## src/rtl/tt_pkg.sv

```systemverilog
// Shared types for the truth-table sweeper: FSM state encoding and row-order modes.
package tt_pkg;

  typedef enum logic [1:0] {
    IDLE = 2'd0,
    RUN  = 2'd1,
    DONE = 2'd2
  } tt_state_e;

  localparam logic MODE_BIN  = 1'b0;
  localparam logic MODE_GRAY = 1'b1;

endpackage

```

## src/rtl/tt_row_encoder.sv

```systemverilog
// Maps a sweep index to the presented input combination, either straight binary
// or reflected Gray, so consecutive Gray rows differ in exactly one variable.
module tt_row_encoder
  import tt_pkg::*;
#(
  parameter int N_IN = 3
) (
  input  logic [N_IN-1:0] idx,
  input  logic            mode,
  output logic [N_IN-1:0] row_vars
);

  // Index-to-combination conversion.
  always_comb begin
    row_vars = idx;
    case (mode)
      MODE_BIN:  row_vars = idx;
      MODE_GRAY: row_vars = idx ^ (idx >> 1'd1);
      default:   row_vars = idx;
    endcase
  end

endmodule

```

## src/rtl/truth_table_sweeper.sv

```systemverilog
// Streams every row of a latched N_IN-input / N_OUT-output truth table over a
// valid/ready interface and counts the rows where output 0 is true.
module truth_table_sweeper
  import tt_pkg::*;
#(
  parameter int N_IN  = 3,
  parameter int N_OUT = 1
) (
  input  logic                         clk,
  input  logic                         rst,
  input  logic                         start,
  input  logic                         mode,
  input  logic [N_OUT*(2**N_IN)-1:0]   lut_in,
  output logic [N_IN-1:0]              row_vars,
  output logic [N_OUT-1:0]             row_f,
  output logic                         row_valid,
  input  logic                         row_ready,
  output logic                         row_last,
  output logic                         busy,
  output logic                         done,
  output logic [N_IN:0]                ones_count
);

  localparam int              ROWS    = 2**N_IN;
  localparam logic [N_IN-1:0] IDX_MAX = {N_IN{1'b1}};

  tt_state_e         state_r;
  logic [N_IN-1:0]   idx_r;
  logic              mode_r;
  logic [ROWS-1:0]   lut_r [N_OUT];
  logic [N_IN-1:0]   row_vars_r;
  logic [N_OUT-1:0]  row_f_r;
  logic              row_valid_r;
  logic              row_last_r;
  logic              busy_r;
  logic              done_r;
  logic [N_IN:0]     ones_r;

  logic [ROWS-1:0]   lut_in_s [N_OUT];
  logic [N_IN-1:0]   idx_inc_s;
  logic [N_IN-1:0]   next_vars_s;
  logic [N_OUT-1:0]  next_f_s;
  logic [N_OUT-1:0]  start_f_s;

  assign idx_inc_s = idx_r + N_IN'(1'b1);

  // The payload is precomputed for the following row so every output can be a flop.
  tt_row_encoder #(.N_IN(N_IN)) u_encoder (
    .idx      (idx_inc_s),
    .mode     (mode_r),
    .row_vars (next_vars_s)
  );

  // Split the flat table per output and look up the upcoming row.
  always_comb begin
    next_f_s  = '0;
    start_f_s = '0;
    for (int k = 0; k < N_OUT; k++) begin
      lut_in_s[k]  = lut_in[k*ROWS +: ROWS];
      start_f_s[k] = lut_in_s[k][0];
      next_f_s[k]  = lut_r[k][next_vars_s];
    end
  end

  // Sweep FSM with index counter, table capture, registered payload and true-row count.
  always_ff @(posedge clk) begin
    if (rst) begin
      state_r     <= IDLE;
      idx_r       <= '0;
      mode_r      <= MODE_BIN;
      lut_r       <= '{default: '0};
      row_vars_r  <= '0;
      row_f_r     <= '0;
      row_valid_r <= 1'b0;
      row_last_r  <= 1'b0;
      busy_r      <= 1'b0;
      done_r      <= 1'b0;
      ones_r      <= '0;
    end else begin
      case (state_r)
        IDLE: begin
          done_r <= 1'b0;
          if (start) begin
            state_r     <= RUN;
            idx_r       <= '0;
            mode_r      <= mode;
            lut_r       <= lut_in_s;
            // Row 0 is combination 0 in both orders.
            row_vars_r  <= '0;
            row_f_r     <= start_f_s;
            row_valid_r <= 1'b1;
            row_last_r  <= 1'b0;
            busy_r      <= 1'b1;
            ones_r      <= '0;
          end
        end
        RUN: begin
          if (row_ready) begin
            if (row_f_r[0]) begin
              ones_r <= ones_r + (N_IN+1)'(1'b1);
            end
            if (idx_r == IDX_MAX) begin
              state_r     <= DONE;
              row_vars_r  <= '0;
              row_f_r     <= '0;
              row_valid_r <= 1'b0;
              row_last_r  <= 1'b0;
              done_r      <= 1'b1;
            end else begin
              idx_r      <= idx_inc_s;
              row_vars_r <= next_vars_s;
              row_f_r    <= next_f_s;
              row_last_r <= (idx_inc_s == IDX_MAX);
            end
          end
        end
        DONE: begin
          state_r <= IDLE;
          done_r  <= 1'b0;
          busy_r  <= 1'b0;
        end
        default: begin
          state_r     <= IDLE;
          row_valid_r <= 1'b0;
          row_last_r  <= 1'b0;
          busy_r      <= 1'b0;
          done_r      <= 1'b0;
        end
      endcase
    end
  end

  assign row_vars   = row_vars_r;
  assign row_f      = row_f_r;
  assign row_valid  = row_valid_r;
  assign row_last   = row_last_r;
  assign busy       = busy_r;
  assign done       = done_r;
  assign ones_count = ones_r;

endmodule
```

## config.mk

```make
export PLATFORM = sky130hd
export DESIGN_NAME = truth_table_sweeper
export DESIGN_NICKNAME = d
export VERILOG_FILES = /design/src/rtl/tt_pkg.sv /design/src/rtl/tt_row_encoder.sv /design/src/rtl/truth_table_sweeper.sv
export SDC_FILE = /design/constraint.sdc
export NUM_CORES = 1
export LEC_CHECK = 0
export ABC_CLOCK_PERIOD_IN_PS = 1950
export CAP_MARGIN = 5
export CORE_MARGIN = 2
export CORE_UTILIZATION = 45
export CTS_BUF_LIST = sky130_fd_sc_hd__clkbuf_8
export CTS_CLUSTER_DIAMETER = 50
export DETAILED_ROUTE_END_ITERATION = 10
export PLACE_DENSITY_LB_ADDON = 0.05
export SLEW_MARGIN = 0
export SYNTH_ARGS = -nofsm -noshare
export SYNTH_HDL_FRONTEND = slang
export SYNTH_SLANG_ARGS = --single-unit
```

## constraint.sdc

```tcl
create_clock -name clk -period 1.95 [get_ports clk]
set_input_delay 0.4875 -clock clk [delete_from_list [all_inputs] [get_ports clk]]
set_output_delay 0.4875 -clock clk [all_outputs]
set_load 0.02 [all_outputs]
```

# [Word-level counts from Yosys, hierarchy flattened]
# Cells that the tools add are included.
[totals] regBits=26 in_bits=13 out_inout_bits=12 wordCells=70
[classes] add_sub_neg=2 order_cmp=1 eq_ne=9 n_mux=31 n_bitwise=4 n_reduce_logical=12
[ops] op="$pmux 3 s2" count=3
[ops] op="$mux 3" count=5
[ops] op="$mux 4" count=3
[ops] op="$reduce_and 4->1" count=3
[ops] op="$mux 1" count=10
[ops] op="$ne 2x2->1 const B" count=5
[ops] op="$reduce_and 3->1" count=3
[ops] op="$pmux 4 s2" count=1
[ops] op="$eq 3x3->1 const B" count=2
[ops] op="$mux 2" count=3
[ops] op="$pmux 1 s3" count=2
[ops] op="$reduce_and 2->1" count=3
[ops] op="$add 4x1->4 const B" count=1
[ops] op="$lt 3x4->1 const B" count=1
[ops] op="$pmux 1 s2" count=2
[ops] op="$pmux 2 s2" count=1
[ops] op="$add 3x1->3 const B" count=1
[ops] op="$bmux 1 s3" count=1
[ops] op="$not 1->1" count=3
[ops] op="$xor 3x2->3" count=1
[ops] op="$eq 2x1->1 const B" count=1
[ops] op="$eq 2x2->1 const B" count=1
[ops] op="$logic_not 2->1" count=1
[ops] op="$reduce_bool 2->1" count=1
[ops] op="$reduce_or 2->1" count=1

# [Longest topological paths before layout]
# Gate-level depths: netlist of the first run.
[depth] ltp_word=8 ltp_mapped=7 depth_no_buf=6

# [Modules after synthesis]
# A second synthesis of the first run with hierarchy kept.
[unflattened] cells_unflattened=149 hier_area_um2=1211.2
[modules_own_cells] mod="truth_table_sweeper" n_inst=1 cells_each=144 area_each_um2=1178.6 seq_area_each_um2=520.5
[modules_own_cells] mod="tt_row_encoder" n_inst=1 cells_each=5 area_each_um2=32.5 seq_area_each_um2=0.0

# [Least setup slack after synthesis of the first run]
# Ideal clock, no wire load.
[synth_path] path_type="register to register" start="register idx_r[0]" end="register row_f_r (netlist: row_f)" setup_ns=0.086 arrival_time_ns=1.486 required_time_ns=1.864 path_slack_ns=0.377 stages_incl_launch_ff=7 path_buffers=1 period_less_slack_ns=1.573 path_cell_list="dfxtp_1 ha_1 ha_1 clkbuf_1 nand2_1 o2111a_1 a221oi_2"
[synth_via] elab_chain_len=8 word_cells_on_any_way=9 cone_classes="1 x add/sub; 1 x eq/ne; 6 x mux; 1 x bitwise"
[synth_rtl] item="start: declaration" line="truth_table_sweeper.sv:28" source="logic [N_IN-1:0] idx_r;"
[synth_rtl] item="start signal: assignment" line="truth_table_sweeper.sv:110" source="idx_r <= idx_inc_s;"
[synth_rtl] item="$add 3x1->3" line="truth_table_sweeper.sv:45" source="assign idx_inc_s = idx_r + N_IN'(1'b1);"
[synth_rtl] item="$xor 3x2->3" line="tt_row_encoder.sv:18" source="MODE_GRAY: row_vars = idx ^ (idx >> 1'd1);"
[synth_rtl] item="$pmux 3 s2" line="tt_row_encoder.sv:16" source="case (mode)"
[synth_rtl] item="$bmux 1 s3" line="truth_table_sweeper.sv:61" source="next_f_s[k] = lut_r[k][next_vars_s];"
[synth_rtl] item="$mux 1 (not written as such)" line="truth_table_sweeper.sv:61"
[synth_rtl] item="$mux 1 *" line="truth_table_sweeper.sv:102" source="if (idx_r == IDX_MAX) begin"
[synth_rtl] item="$mux 1 *" line="truth_table_sweeper.sv:98" source="if (row_ready) begin"
[synth_rtl] item="$pmux 1 s2 *" line="truth_table_sweeper.sv:80" source="case (state_r)"
[synth_rtl] item="end signal: assignment" line="truth_table_sweeper.sv:90" source="row_f_r <= start_f_s;"
[synth_rtl] item="end signal: assignment" line="truth_table_sweeper.sv:112" source="row_f_r <= next_f_s;"
[synth_rtl] item="end: declaration" line="truth_table_sweeper.sv:32" source="logic [N_OUT-1:0] row_f_r;"
# Every way passes the cells marked *; elsewhere a longest branch is shown, timed or not. The select of a mux whose other input is x is not followed.
# A chain may end at the register's enable or synchronous reset.

# [Worst setup path in the final report of the first run]
[layout_path] start="input start" end="register row_f_r (netlist: row_f)"
[layout_via] elab_chain_len=2
[layout_rtl] item="start: declaration" line="truth_table_sweeper.sv:11" source="input logic start,"
[layout_rtl] item="$ne 2x2->1 (no line)"
[layout_rtl] item="$reduce_and 3->1 (no line)"
# No other way between the ends.

==> out/metrics.csv, run 1 <==
stage;metric;value;unit
logic_synthesis;top cell type's share of synthesized area;42.9;%
clock_tree;setup bufs post-CTS;0;
worst_setup_path;crit-path leading delay family;compound AO/OA/AOI/OAI gates;
worst_setup_path;worst reg2reg setup slack;0.24;ns
floorplanning;initial core utilization;48.1;%
pwr;Leak;0.582;nW
logic_synthesis;Synth area leader;dfxtp_1;
clock_tree;clock tree sinks;26;
floorplanning;CORE AREA;0.00252;sq mm
min_path;Hold Path Class;reg2reg;
worst_setup_path;FF-to-FF path depth;5;
global_routing;initial antenna violation count;0;
global_routing;gr usage total;19.0;%
pwr;Power Internal;785;uW
worst_setup_path;arrival time worst endpoint;1.95;ns
worst_setup_path;critical path class;in2reg;
min_path;hold depth;2;
clock_tree;cts bufs inserted;3;
pwr;Switching Share;25.6;%
logic_synthesis;Syn Inst Count;140;
placed_design;pre-CTS setup slack;-0.0908;ns
detailed_routing;DRC violations left;0;
clock_tree;clk slew on worst S/H paths;0.08;ns
finish;register area;520;sq um
logic_synthesis;adder-cell share of the synthesized area;4.13;%
timing;Hold Fails Final Rpt;0;
detailed_routing;Antenna Nets Post-Route;0;
detailed_routing;DR pass1 iterations;4;
pwr;sequential share of power;54.5;%
logic_synthesis;Synth Area in Simple Gates;23.9;%
placed_design;Final Wtd Congestion;0.782;
detailed_routing;DRT iter0 DRCs;28;
logic_synthesis;Area contributors post-synth;dfxtp_1, nand2_1, a21oi_1;
timing;Max Slew Vio Count;0;
finish;fillers;244;
placed_design;port bufs;24;
timing;min cycle time layout;1.80;ns
finish;diode count;0;
floorplanning;Die Ht;55.9;um
logic_synthesis;post-synth cell types;36;
worst_setup_path;crit path max fanout;2;
worst_setup_path;crit end category;register;
logic_synthesis;synthesized area;0.00121;sq mm
clock_tree;cts repair resizes;0;
logic_synthesis;Yosys warnings;0;
timing;fmax;555;MHz
logic_synthesis;top post-synthesis cells by count;dfxtp_1, nand2_1, a21oi_1, nor2_1, nor3_1;
floorplanning;Die Wd;55.9;um
detailed_routing;Wirelength per Cell;13.5;um
timing;unrepaired setup endpoints after global routing;no;
logic_synthesis;Top FF cell, synth;dfxtp_1;
timing;Slew Limit Headroom;70.6;%
worst_setup_path;RR Startpoint;idx_r[0];
clock_tree;CTS H-tree lvls;1;
worst_setup_path;WP buf/inv;1;
logic_synthesis;mux cell area share after synthesis;5.88;%
global_routing;GR Overflow Total;0;
logic_synthesis;largest family of logic cells by synthesized area;simple AND/OR/NAND/NOR gates;
clock_tree;Hold-fix buffers, CTS;0;
timing;Worst-Margin Slew;0.440;ns
pwr;Peak VDD IR;0.432;mV
timing;Tcrit/Tclk final;92.3;%
logic_synthesis;number of synthesized flops with an enable pin;0;
worst_setup_path;Crit. Startpoint;start;
pwr;Logic pwr share;17.2;%
pwr;total power;1.05;mW
pwr;PwrDens;678;mW/mm^2
clock_tree;Root Buffer;clkbuf_8;
clock_tree;Clock Latency Late Sink;0.27;ns
finish;multi-input logic area;639;sq um
worst_setup_path;slowest cell on the critical path;clkdlybuf4s50_1;
pwr;clock power share;28.3;%
run_status;outcome;complete, no violations;
floorplanning;Top-Level Pins;25;
logic_synthesis;XOR/XNOR Fraction of Synth Area;2.89;%
timing;post-route setup TNS;0;ns
placed_design;HPWL after DPL;1970;um
global_routing;pin count of the biggest net entering global routing;15;
worst_setup_path;worst-path cell chain;clkdlybuf4s50_1, or3b_2, a21oi_1, o2111a_1, a221oi_2;
global_routing;vias in the first global route;1018;
logic_synthesis;post-synthesis compound-gate area fraction;15.9;%
logic_synthesis;Seq/Total Area, Yosys;42.9;%
floorplanning;# rows;18;
worst_setup_path;CP Depth;5;
floorplanning;Die Footprint;0.00313;sq mm
finish;Area growth, synth to finish;28.2;%
logic_synthesis;Mapped Avg Cell Area;8.66;sq um
min_path;Hold Startpoint;lut_r[3];
clock_tree;Clock Path Buffers;2;
finish;Final #Nets;185;
timing;setup ws final;0.149;ns
global_routing;first-pass GRT wire length;4710;um
worst_setup_path;Worst setup SP type;input pin;
clock_tree;CTS tree;built;
timing;final setup vio count;0;
job;max-cap violations;0;
worst_setup_path;CP Data Required Time;2.10;ns
logic_synthesis;flops & latches, synth;26;
worst_setup_path;Crit path largest cell delay;0.48;ns
pwr;net switching power;270;uW
finish;layout cell share with drive strength beyond 1;10.8;%
logic_synthesis;async set-reset flop share out of synthesis;0;%
timing;clk_skew;0.00222;ns
detailed_routing;routed wire length;2640;um
detailed_routing;vias per std cell;5.37;
detailed_routing;routed vias;1052;
logic_synthesis;post-synth net total;157;
[per-stage QoR]
step,cells,utilization [%],area (sq um),hold slack (ns)
after floorplan,140,-,1210,0.432
after global placement,193,60.0,1510,0.443
after detailed placement,193,60.0,1510,0.444
after CTS,196,61.6,1550,0.456
after global routing,196,61.6,1550,0.480
final,196,61.6,1550,0.454
[cells in the final DEF (no fill, tap or decap), types with 3 or more instances in the layout]
cell type / count
nand3_1: 3
clkdlybuf4s50_1: 24
nand2_1: 26
o21ai_0: 3
nor2_1: 8
a22oi_1: 4
inv_1: 4
buf_4: 8
a21oi_1: 15
dfxtp_1: 26
nand2b_1: 3
xnor2_1: 4
nor3_1: 6
ha_1: 4
clkbuf_8: 3
[worst min-delay path, cell delays in order, from the launching register on]
cell and delay [ns]:
dfxtp_1 0.31, nand2_1 0.05, a21oi_1 0.05
[worst paths after layout]
check             endpoint
hold / removal    lut_r[3]
setup reg to reg     row_f
setup / recovery     row_f
hold reg to reg   lut_r[3]
[sequential cells by signal, summed over array words and instances (netlist names)]
name        cells
row_vars        3
row_valid       1
row_last        1
row_f           1
state_r         2
lut_r           8
ones_count      4
busy            1
idx_r           3
done            1
mode_r          1
[area by class of cell]
type	count	share of cell area (%)
Inverter	4	0.966
Timing Repair Buffer	32	19.3
Sequential cell	26	33.5
Multi-Input combinational cell	101	41.1
Clock buffer	3	2.66
Tap cell	30	2.42
[per-layer routing]
metal	GRT usage, %	wire length, um	vias to the layer above
li1	-	-	533
met1	23.5	1180	484
met2	33.5	1300	30
met3	3.02	127	5
met4	6.12	35	0
met5	0	0	-
[power groups by stage]
stage	Clock, mW	Combinational, mW	Sequential [mW]
floorplan	0	0.102	0.590
global placement	0	0.177	0.586
detailed placement	0	0.180	0.587
CTS	0.304	0.182	0.575
global route	0.328	0.202	0.579
finish	0.298	0.182	0.574
[cells by family after synthesis]
group,count (synthesis)
AOI/OAI and AO/OA,30
DFF,26
muxes,5
and+or+nand+nor,58
adders and majority gates,4
xor gates and xnor gates,4
buffers and inverters,13
Power figures use the tool's default switching activity.
==> run 2: changes to the inputs <==
CELL_PAD_IN_SITES_DETAIL_PLACEMENT = 1   (was not set)
CELL_PAD_IN_SITES_GLOBAL_PLACEMENT = 2   (was not set)
CORE_UTILIZATION = 31   (was 45)
SKIP_CTS_REPAIR_TIMING = 1   (was not set)
==> run 2 against run 1 <==
Register-to-register slack got worse by 0.04 ns. Routed wire length increased by 9.7%. Sequential power about the same. Via count increased by 2.5%. Die area increased by 42%. Cell area increased by 2.4%. Critical endpoint unchanged.
==> out/metrics.csv, run 2 (synthesis gave the netlist of run 1 again) <==
stage;metric;value;unit;change
global_routing;first-pass GRT wire length;4970;um;was 4710 um
finish;max FFs per register;8;;unchanged
worst_setup_path;CP Data Required Time;2.10;ns;about the same
finish;Biggest register;lut_r;;unchanged
detailed_routing;routed vias;1078;;was 1,052
clock_tree;clock tree sinks;26;;unchanged
floorplanning;Die Wd;66.5;um;was 55.9 um
detailed_routing;Wirelength per Cell;13.4;um;was 13.5 um
timing;Slew Limit Headroom;66.9;%;was 70.6%
timing;Hold Fails Final Rpt;0;;unchanged
floorplanning;CORE AREA;0.00372;sq mm;was 0.00252 sq mm
worst_setup_path;Critical Path End;row_f;;unchanged
worst_setup_path;critical path class;in2reg;;unchanged
placed_design;port bufs;24;;unchanged
finish;layout cell share with drive strength beyond 1;11.9;%;was 10.8%
worst_setup_path;arrival time worst endpoint;1.94;ns;was 1.95 ns
detailed_routing;Highest Signal Layer;met4;;unchanged
floorplanning;Die Ht;66.5;um;was 55.9 um
detailed_routing;DRC violations left;0;;unchanged
clock_tree;clk slew on worst S/H paths;0.08;ns;about the same
clock_tree;Clock Latency Late Sink;0.27;ns;about the same
global_routing;gr usage total;15.0;%;was 19.0%
floorplanning;# rows;22;;was 18
detailed_routing;routed wire length;2900;um;was 2640 um
floorplanning;Top-Level Pins;25;;unchanged
worst_setup_path;crit end category;register;;unchanged
timing;fmax;559;MHz;was 555 MHz
detailed_routing;met3 wire length;92;um;was 127 um
worst_setup_path;worst-path cell chain;clkdlybuf4s50_1, or3b_2, a21oi_1, o2111a_1, a221oi_2;;unchanged
worst_setup_path;reg2reg end;idx_r[0];;was row_f
placed_design;Final Wtd Congestion;0.729;;was 0.782
placed_design;Inst Count DP;213;;was 193
timing;Fin Hold WS;0.457;ns;was 0.454 ns
finish;diode count;0;;unchanged
floorplanning;Die Footprint;0.00443;sq mm;was 0.00313 sq mm
placed_design;pre-CTS setup slack;-0.129;ns;was -0.0908 ns
timing;final setup vio count;0;;unchanged
clock_tree;CTS H-tree lvls;1;;unchanged
clock_tree;CTS tree;built;;unchanged
worst_setup_path;worst reg2reg setup slack;0.20;ns;was 0.24 ns
worst_setup_path;crit-path leading delay family;buffers and inverters;;was compound AO/OA/AOI/OAI gates
timing;unrepaired setup endpoints after global routing;no;;unchanged
job;max-cap violations;0;;unchanged
worst_setup_path;RR Startpoint;idx_r[0];;unchanged
worst_setup_path;crit path max fanout;4;;was 2
run_status;outcome;complete, no violations;;unchanged
worst_setup_path;Worst setup SP type;input pin;;unchanged
clock_tree;Root Buffer;clkbuf_8;;unchanged
finish;most frequent cells in the layout;nand2_1, dfxtp_1, clkdlybuf4s50_1;;unchanged
placed_design;HPWL after DPL;2330;um;was 1970 um
worst_setup_path;Crit. Startpoint;start;;unchanged
finish;Area growth, synth to finish;31.3;%;was 28.2%
timing;clk_skew;0.00853;ns;was 0.00222 ns
global_routing;vias in the first global route;1122;;was 1,018
finish;fin cells;216;;was 196
min_path;Hold Path Class;reg2reg;;unchanged
global_routing;initial antenna violation count;0;;unchanged
pwr;Peak VDD IR;0.217;mV;was 0.432 mV
timing;Max Slew Vio Count;0;;unchanged
finish;Final #Nets;187;;was 185
timing;setup ws final;0.160;ns;was 0.149 ns
global_routing;pin count of the biggest net entering global routing;15;;unchanged
timing;min cycle time layout;1.79;ns;was 1.80 ns
worst_setup_path;CP Depth;5;;unchanged
detailed_routing;Antenna Nets Post-Route;0;;unchanged
detailed_routing;wl on met1;1240;um;was 1180 um
floorplanning;initial core utilization;32.6;%;was 48.1%
pwr;PwrDens;670;mW/mm^2;was 678 mW/mm^2
worst_setup_path;slowest cell on the critical path;clkdlybuf4s50_1;;unchanged
detailed_routing;vias per std cell;4.99;;was 5.37
timing;Tcrit/Tclk final;91.8;%;was 92.3%
global_routing;GR Overflow Total;0;;unchanged
clock_tree;Clock Path Buffers;2;;unchanged
detailed_routing;DR pass1 iterations;4;;unchanged
timing;post-route setup TNS;0;ns;unchanged
pwr;Leak;0.592;nW;was 0.582 nW
detailed_routing;met2 routed WL;1520;um;was 1300 um
detailed_routing;DRT iter0 DRCs;34;;was 28
timing;Worst-Margin Slew;0.496;ns;was 0.440 ns
finish;Finished Core Util;42.8;%;was 61.6%
worst_setup_path;Crit path largest cell delay;0.52;ns;was 0.48 ns
finish;fillers;445;;was 244
worst_setup_path;FF-to-FF path depth;6;;was 5
finish;multi-input logic area;639;sq um;unchanged
worst_setup_path;WP buf/inv;1;;unchanged
clock_tree;cts bufs inserted;3;;unchanged
finish;register area;520;sq um;unchanged
==> run 2: area by class of cell <==
| cell class | instances | area share [%] |
|---|---|---|
| Inverter | 4 | 0.943 |
| Multi-Input combinational cell | 101 | 40.2 |
| Sequential cell | 26 | 32.7 |
| Timing Repair Buffer | 34 | 19.8 |
| Clock buffer | 3 | 2.59 |
| Tap cell | 48 | 3.77 |
==> run 2: worst reg2reg max path, stage by stage (launching register included) <==
cell and delay [ns]:
dfxtp_1 0.35, ha_1 0.21, ha_1 0.22, nor3b_1 0.33
and2_1 0.32, nor2_1 0.08, nor3_1 0.16
==> run 2: through the flow <==
step	area (sq um)	power (mW)
finish	1590	1.07
global route	1590	1.13
CTS	1590	1.08
detailed placement	1550	0.779
global placement	1550	0.772
floorplan	1210	0.691
==> run 2: worst min-delay path by stage <==
stage	start	end	slack, ns	cells past startpoint
floorplan	lut_r[1]	lut_r[1]	0.43	2
global placement	row_last	row_last	0.44	2
detailed placement	lut_r[3]	lut_r[3]	0.45	2
CTS	lut_r[3]	lut_r[3]	0.46	2
global route	lut_r[4]	lut_r[4]	0.49	2
finish	lut_r[3]	lut_r[3]	0.46	2
==> run 2: per-layer routing <==
layer  up-vias  GRT usage, %
li1        540             -
met3         5          2.53
met2        18          28.2
met1       515          16.3
met5         -             0
met4         0          6.12
==> run 2: power by group <==
| group | internal, mW | switching (mW) |
|---|---|---|
| Sequential | 0.554 | 0.0203 |
| Combinational | 0.0961 | 0.0910 |
| Clock | 0.139 | 0.167 |
